==> src/rtl/fread_arbiter_if.sv <==
// Client-side and fread-engine-side signals of the fread arbiter, bundled.
// The arbiter takes the slave modport; whatever drives clients and engine takes master.
interface fread_arbiter_if #(
    parameter int N_REQ = 2,
    parameter int IDX_W = $clog2(N_REQ)
);
    logic [N_REQ-1:0]      c_req_valid;
    logic [N_REQ-1:0]      c_req_ready;
    logic [32*N_REQ-1:0]   c_req_file_id;
    logic [32*N_REQ-1:0]   c_req_offset;
    logic [11*N_REQ-1:0]   c_req_len;
    logic [N_REQ-1:0]      c_resp_valid;
    logic [7:0]            c_resp_data;
    logic                  req_valid;
    logic                  req_ready;
    logic [31:0]           req_file_id;
    logic [31:0]           req_offset;
    logic [10:0]           req_len;
    logic                  resp_valid;
    logic [7:0]            resp_data;
    logic                  busy;
    logic [IDX_W-1:0]      grant;

    modport slave (
        input  c_req_valid, c_req_file_id, c_req_offset, c_req_len,
        input  req_ready, resp_valid, resp_data,
        output c_req_ready, c_resp_valid, c_resp_data,
        output req_valid, req_file_id, req_offset, req_len, busy, grant
    );

    modport master (
        output c_req_valid, c_req_file_id, c_req_offset, c_req_len,
        output req_ready, resp_valid, resp_data,
        input  c_req_ready, c_resp_valid, c_resp_data,
        input  req_valid, req_file_id, req_offset, req_len, busy, grant
    );
endinterface

==> src/rtl/fread_arbiter.sv <==
// Round-robin arbiter sharing one fread request/response channel among N_REQ clients.
// A grant is held from request issue until the last byte of that request has been routed.
module fread_arbiter #(
    parameter int N_REQ = 2,
    parameter int IDX_W = $clog2(N_REQ)
) (
    input  logic              clk,
    input  logic              rst,
    fread_arbiter_if.slave    bus
);
    typedef enum logic [1:0] {IDLE, ISSUE, STREAM} state_e;

    localparam logic [IDX_W-1:0] LAST_RST = IDX_W'(N_REQ - 1);

    state_e            state_q, state_d;
    logic              req_valid_q, req_valid_d;
    logic [31:0]       req_file_id_q, req_file_id_d;
    logic [31:0]       req_offset_q, req_offset_d;
    logic [10:0]       req_len_q, req_len_d;
    logic [10:0]       cnt_q, cnt_d;
    logic [IDX_W-1:0]  grant_q, grant_d;
    logic [IDX_W-1:0]  last_q, last_d;
    logic              busy_q, busy_d;

    logic              pick_found;
    logic [IDX_W-1:0]  pick_idx;

    // Search starts just after the last served client, wrapping modulo N_REQ.
    always_comb begin
        pick_found = 1'b0;
        pick_idx   = '0;
        for (int unsigned i = 0; i < N_REQ; i++) begin
            if (!pick_found && bus.c_req_valid[(32'(last_q) + i + 1) % N_REQ]) begin
                pick_found = 1'b1;
                pick_idx   = IDX_W'((32'(last_q) + i + 1) % N_REQ);
            end
        end
    end

    always_comb begin
        state_d       = state_q;
        req_valid_d   = req_valid_q;
        req_file_id_d = req_file_id_q;
        req_offset_d  = req_offset_q;
        req_len_d     = req_len_q;
        cnt_d         = cnt_q;
        grant_d       = grant_q;
        last_d        = last_q;
        unique case (state_q)
            IDLE: begin
                if (pick_found) begin
                    req_file_id_d = bus.c_req_file_id[32*pick_idx +: 32];
                    req_offset_d  = bus.c_req_offset[32*pick_idx +: 32];
                    req_len_d     = bus.c_req_len[11*pick_idx +: 11];
                    grant_d       = pick_idx;
                    cnt_d         = '0;
                    req_valid_d   = 1'b1;
                    state_d       = ISSUE;
                end
            end
            ISSUE: begin
                if (bus.req_ready) begin
                    req_valid_d = 1'b0;
                    state_d     = STREAM;
                end
            end
            STREAM: begin
                if (bus.resp_valid) begin
                    if (cnt_q == req_len_q) begin
                        last_d  = grant_q;
                        state_d = IDLE;
                    end else begin
                        cnt_d = cnt_q + 11'd1;
                    end
                end
            end
            default: state_d = IDLE;
        endcase
        busy_d = (state_d != IDLE);
    end

    always_ff @(posedge clk) begin
        if (rst) begin
            state_q       <= IDLE;
            req_valid_q   <= 1'b0;
            req_file_id_q <= '0;
            req_offset_q  <= '0;
            req_len_q     <= '0;
            cnt_q         <= '0;
            grant_q       <= '0;
            last_q        <= LAST_RST;
            busy_q        <= 1'b0;
        end else begin
            state_q       <= state_d;
            req_valid_q   <= req_valid_d;
            req_file_id_q <= req_file_id_d;
            req_offset_q  <= req_offset_d;
            req_len_q     <= req_len_d;
            cnt_q         <= cnt_d;
            grant_q       <= grant_d;
            last_q        <= last_d;
            busy_q        <= busy_d;
        end
    end

    // Accept pulse and byte strobe follow the engine inputs with no register stage.
    always_comb begin
        bus.c_req_ready  = '0;
        bus.c_resp_valid = '0;
        if (state_q == ISSUE && req_valid_q && bus.req_ready) begin
            bus.c_req_ready[grant_q] = 1'b1;
        end
        if (state_q == STREAM && bus.resp_valid) begin
            bus.c_resp_valid[grant_q] = 1'b1;
        end
    end

    assign bus.c_resp_data = bus.resp_data;
    assign bus.req_valid   = req_valid_q;
    assign bus.req_file_id = req_file_id_q;
    assign bus.req_offset  = req_offset_q;
    assign bus.req_len     = req_len_q;
    assign bus.busy        = busy_q;
    assign bus.grant       = grant_q;
endmodule

==> src/flat_wrapper.sv <==
// flat-port wrapper written by rule: the top's interface ports become plain ports
module fread_arbiter_flat 
#(
    parameter int N_REQ = 2,
    parameter int IDX_W = $clog2(N_REQ)
)
  (clk, rst, bus_c_req_valid, bus_c_req_file_id, bus_c_req_offset, bus_c_req_len, bus_req_ready, bus_resp_valid, bus_resp_data, bus_c_req_ready, bus_c_resp_valid, bus_c_resp_data, bus_req_valid, bus_req_file_id, bus_req_offset, bus_req_len, bus_busy, bus_grant);
  fread_arbiter_if #(.N_REQ(N_REQ), .IDX_W(IDX_W)) bus_i ();
  input  logic clk;
  input  logic rst;
  input wire logic [$bits(bus_i.c_req_valid)-1:0] bus_c_req_valid;
  input wire logic [$bits(bus_i.c_req_file_id)-1:0] bus_c_req_file_id;
  input wire logic [$bits(bus_i.c_req_offset)-1:0] bus_c_req_offset;
  input wire logic [$bits(bus_i.c_req_len)-1:0] bus_c_req_len;
  input wire logic [$bits(bus_i.req_ready)-1:0] bus_req_ready;
  input wire logic [$bits(bus_i.resp_valid)-1:0] bus_resp_valid;
  input wire logic [$bits(bus_i.resp_data)-1:0] bus_resp_data;
  output wire logic [$bits(bus_i.c_req_ready)-1:0] bus_c_req_ready;
  output wire logic [$bits(bus_i.c_resp_valid)-1:0] bus_c_resp_valid;
  output wire logic [$bits(bus_i.c_resp_data)-1:0] bus_c_resp_data;
  output wire logic [$bits(bus_i.req_valid)-1:0] bus_req_valid;
  output wire logic [$bits(bus_i.req_file_id)-1:0] bus_req_file_id;
  output wire logic [$bits(bus_i.req_offset)-1:0] bus_req_offset;
  output wire logic [$bits(bus_i.req_len)-1:0] bus_req_len;
  output wire logic [$bits(bus_i.busy)-1:0] bus_busy;
  output wire logic [$bits(bus_i.grant)-1:0] bus_grant;
  assign bus_i.c_req_valid = bus_c_req_valid;
  assign bus_i.c_req_file_id = bus_c_req_file_id;
  assign bus_i.c_req_offset = bus_c_req_offset;
  assign bus_i.c_req_len = bus_c_req_len;
  assign bus_i.req_ready = bus_req_ready;
  assign bus_i.resp_valid = bus_resp_valid;
  assign bus_i.resp_data = bus_resp_data;
  assign bus_c_req_ready = bus_i.c_req_ready;
  assign bus_c_resp_valid = bus_i.c_resp_valid;
  assign bus_c_resp_data = bus_i.c_resp_data;
  assign bus_req_valid = bus_i.req_valid;
  assign bus_req_file_id = bus_i.req_file_id;
  assign bus_req_offset = bus_i.req_offset;
  assign bus_req_len = bus_i.req_len;
  assign bus_busy = bus_i.busy;
  assign bus_grant = bus_i.grant;
  fread_arbiter #(.N_REQ(N_REQ), .IDX_W(IDX_W)) u_core (.clk(clk), .rst(rst), .bus(bus_i));
endmodule
==> config.mk <==
export PLATFORM = sky130hd
export DESIGN_NAME = fread_arbiter_flat
export DESIGN_NICKNAME = d
export VERILOG_FILES = /design/src/rtl/fread_arbiter_if.sv /design/src/rtl/fread_arbiter.sv /design/src/flat_wrapper.sv
export SDC_FILE = /design/constraint.sdc
export NUM_CORES = 1
export LEC_CHECK = 0
export CAP_MARGIN = 25
export CORE_ASPECT_RATIO = 1.25
export CORE_MARGIN = 8
export CORE_UTILIZATION = 42
export CTS_BUF_LIST = sky130_fd_sc_hd__clkbuf_2 sky130_fd_sc_hd__clkbuf_4 sky130_fd_sc_hd__clkbuf_8
export CTS_CLUSTER_SIZE = 16
export DETAILED_ROUTE_END_ITERATION = 16
export PLACE_DENSITY = 0.89
export SYNTH_ARGS = -nofsm -noshare
export SYNTH_HDL_FRONTEND = slang
export SYNTH_SLANG_ARGS = --single-unit
==> constraint.sdc <==
create_clock -name clk -period 3.2 [get_ports clk]
set_input_delay 0.32 -clock clk [delete_from_list [all_inputs] [get_ports clk]]
set_output_delay 0.32 -clock clk [all_outputs]
set_load 0.01 [all_outputs]
==> results.txt <==
outcome = completed
dominant cells by area after synthesis = dfxtp_1 43%, mux2i_1 18%, a211oi_1 13%
detailed placer's ending HPWL = 11.30 mm
final wirelength = 14.49 mm
antenna violations before repair = 0
Power Density = 442.7 nW/um^2
initial core utilization = 0.4251
# H-tree levels = 3
Design Area, Final = 6817 sq um
# setup viols final = 0
DR pass1 iterations = 4
RD Place Congestion = 0.8514
Worst-path clk slew = 80 ps
simple-gate portion of the synthesized area = 0.1303
nets = 831
vias in the first global route = 4,459
critical path's top delay family = simple AND/OR/NAND/NOR gates
CP max stage delay = 470 ps
top cell type's share of synthesized area = 0.4331
Layout area overhead = 60.28%
minimum clock period = 2079 ps
post-CTS setup repair buffer count = 0
ys flop type = dfxtp_1
Die Span X = 106.0 um
post-place setup slack = 821.0 ps
Synth Register Bits = 92
Rel. slew slack = 0.5086
Startpoint Class = flop
Overflow after GRT = 0
ratio of cells with drive above 1 in the final layout = 0.05216
CP Capture Type = flop
average wire per standard cell = 18.12 um
n_diodes = 0
CTS buffer count = 9
die area = 13,620 sq um
Via density = 5.210
Synth Area in Adders = 0.002942
Die H = 128.5 um
count of flip-flops with a built-in enable after synthesis = 0
hold buffers post-CTS = 0
final setup margin = 1121 ps
residual DRC count = 0
largest family of logic cells by synthesized area = compound AO/OA/AOI/OAI gates
cell with the most instances after synthesis = dfxtp_1
post-layout util = 0.6814
CTS tree = yes
slew at the pin with the worst max-slew slack = 733.2 ps
Final Hold Viols = 0
GRT Resource Usage Total = 0.2072
XOR/XNOR Fraction of Synth Area = 0.02265
row cnt = 41
mapped cell area = 4253 sq um
Seq/Total Area, Yosys = 0.4331
CP bufs+invs = 1
max_cap viols = 0
first-pass GRT wire length = 22.50 mm
Critical Path AT = 2380 ps
placement-stage cell area = 6639 sq um
crit path cell chain = ha_1 > inv_1 > or3_4 > or3_1 > or4_1 > nand2_1
vias = 4,168
fin. max-slew vios = 0
Worst VDD drop = 237.2 uV
# port buffers = 237
mux cell area share after synthesis = 0.1765
worst-case clock skew = 11.59 ps
Clock Path Buffers = 2
Syn Inst Count = 458
Setup CP Type = flop to flop
yosys warns = 0
IO Count = 254
CP Data Required Time = 3500 ps
syn_nets = 623
FMAX = 481.0 MHz
CP Max Fanout = 7
slowest CP cell = dfxtp_1
Synth Area in Compound Gates = 0.1774
static leakage = 2.477 nW
Setup TNS = 0 ps
CTS Root Cell = clkbuf_8
Avg Synthesized Cell Area = 9.286 sq um
core area = 10,000 sq um
RSZ-0062 raised after global routing = false
Clock Latency Late Sink = 350 ps
area leader, netlist = dfxtp_1
top post-synthesis cells by count = 92 x dfxtp_1, 86 x nor2_1, 76 x a211oi_1
asr flop ratio synth = 0
DRT antenna net count = 0
worst hold path type = flop to flop
total clock sinks = 92
post-CTS sizing = 0
initial DRC count = 127
fin crit share = 0.6497
largest net degree at the start of global routing = 81
synth unique cells = 36
layout by cell type (no fill, tap or decap), types with 2 or more instances in the layout:
master           netlist  layout
a211oi_1              76      76
a21oi_1               13      13
buf_4                  9       5
clkbuf_4               0       4
clkbuf_8               1      10
clkdlybuf4s50_1        0     236
clkinv_2               0       2
dfxtp_1               92      92
inv_1                  5       5
mux2i_1               75      75
nand2_1                8       8
nand3_1                2       2
nand4_1                5       5
nor2_1                86      86
nor3b_1                2       2
o211ai_1               2       2
o21ai_0                7       7
o31ai_1                3       3
or3_1                  5       5
or3_2                  2       2
or4_2                  3       3
xnor2_1               11      11
per-layer routing:
layer | GRT usage | share of wire | vias up
met2 | 0.3938 | 0.56 | 142
met4 | 0.08963 | 0.024 | 0
met1 | 0.2023 | 0.35 | 1933
met5 | 0 | 0 | -
li1 | - | - | 2067
met3 | 0.06053 | 0.063 | 26
cell families (layout without fill, tap and decap cells):
kind of cell	count (synthesis)	in the layout
and+or+nand+nor	121	121
AOI/OAI and AO/OA	107	107
DFF	92	92
muxes	75	75
buffers and inverters	51	264
xor gates and xnor gates	11	11
adders and majority gates	1	1
worst reg2reg max path: cells and delay by family (launching register included):
kind	cells	cell delay, ps
AND/OR/NAND/NOR	4	1280
buffers and inverters	1	60
flip-flops	1	470
adder cells (fa/ha/maj)	1	210
stage by stage:
step / hold slack, ps / std cells / total power [mW]
after floorplan: 468.6 / 458 / 1.792
after global placement: 486.7 / 784 / 2.293
after detailed placement: 490.6 / 784 / 2.325
after CTS: 502.6 / 800 / 3.047
after global routing: 519.9 / 800 / 3.178
final: 497.7 / 800 / 3.018
final cells by class:
cell class	count	area, sq um
inverters	5	18.77
repair buffers	243	2425
flip-flops and latches	92	1842
multi-input cells	315	2192
well taps	129	161.4
clock inverters	2	10.01
fillers	784	3187
clock buffers	14	167.7
final timing paths:
kind | startpoint | endpoint | slack [ps] | cells past startpoint
setup reg to reg | u_core.cnt_q[0] | u_core.cnt_q[10] | 1120 | 6
hold / removal | u_core.bus.req_offset[12] | u_core.bus.req_offset[12] | 500 | 2
hold reg to reg | u_core.bus.req_offset[12] | u_core.bus.req_offset[12] | 500 | 2
setup / recovery | u_core.cnt_q[0] | u_core.cnt_q[10] | 1120 | 6
report_power, final:
| group | switching [mW] | leakage [nW] | internal [mW] | total, mW |
|---|---|---|---|---|
| clock network | 0.383 | 0.0981 | 0.337 | 0.720 |
| registers | 0.0813 | 0.762 | 1.27 | 1.36 |
| logic | 0.410 | 1.62 | 0.532 | 0.942 |
sequential cells by signal, indices dropped and copies added, names as in the netlist:
name	count
u_core.state_q	2
u_core.bus.req_file_id	32
u_core.last_q	1
u_core.bus.grant	1
u_core.bus.req_len	11
u_core.bus.busy	1
u_core.bus.req_offset	32
u_core.cnt_q	11
u_core.bus.req_valid	1
(Power assumes the default switching activity.)
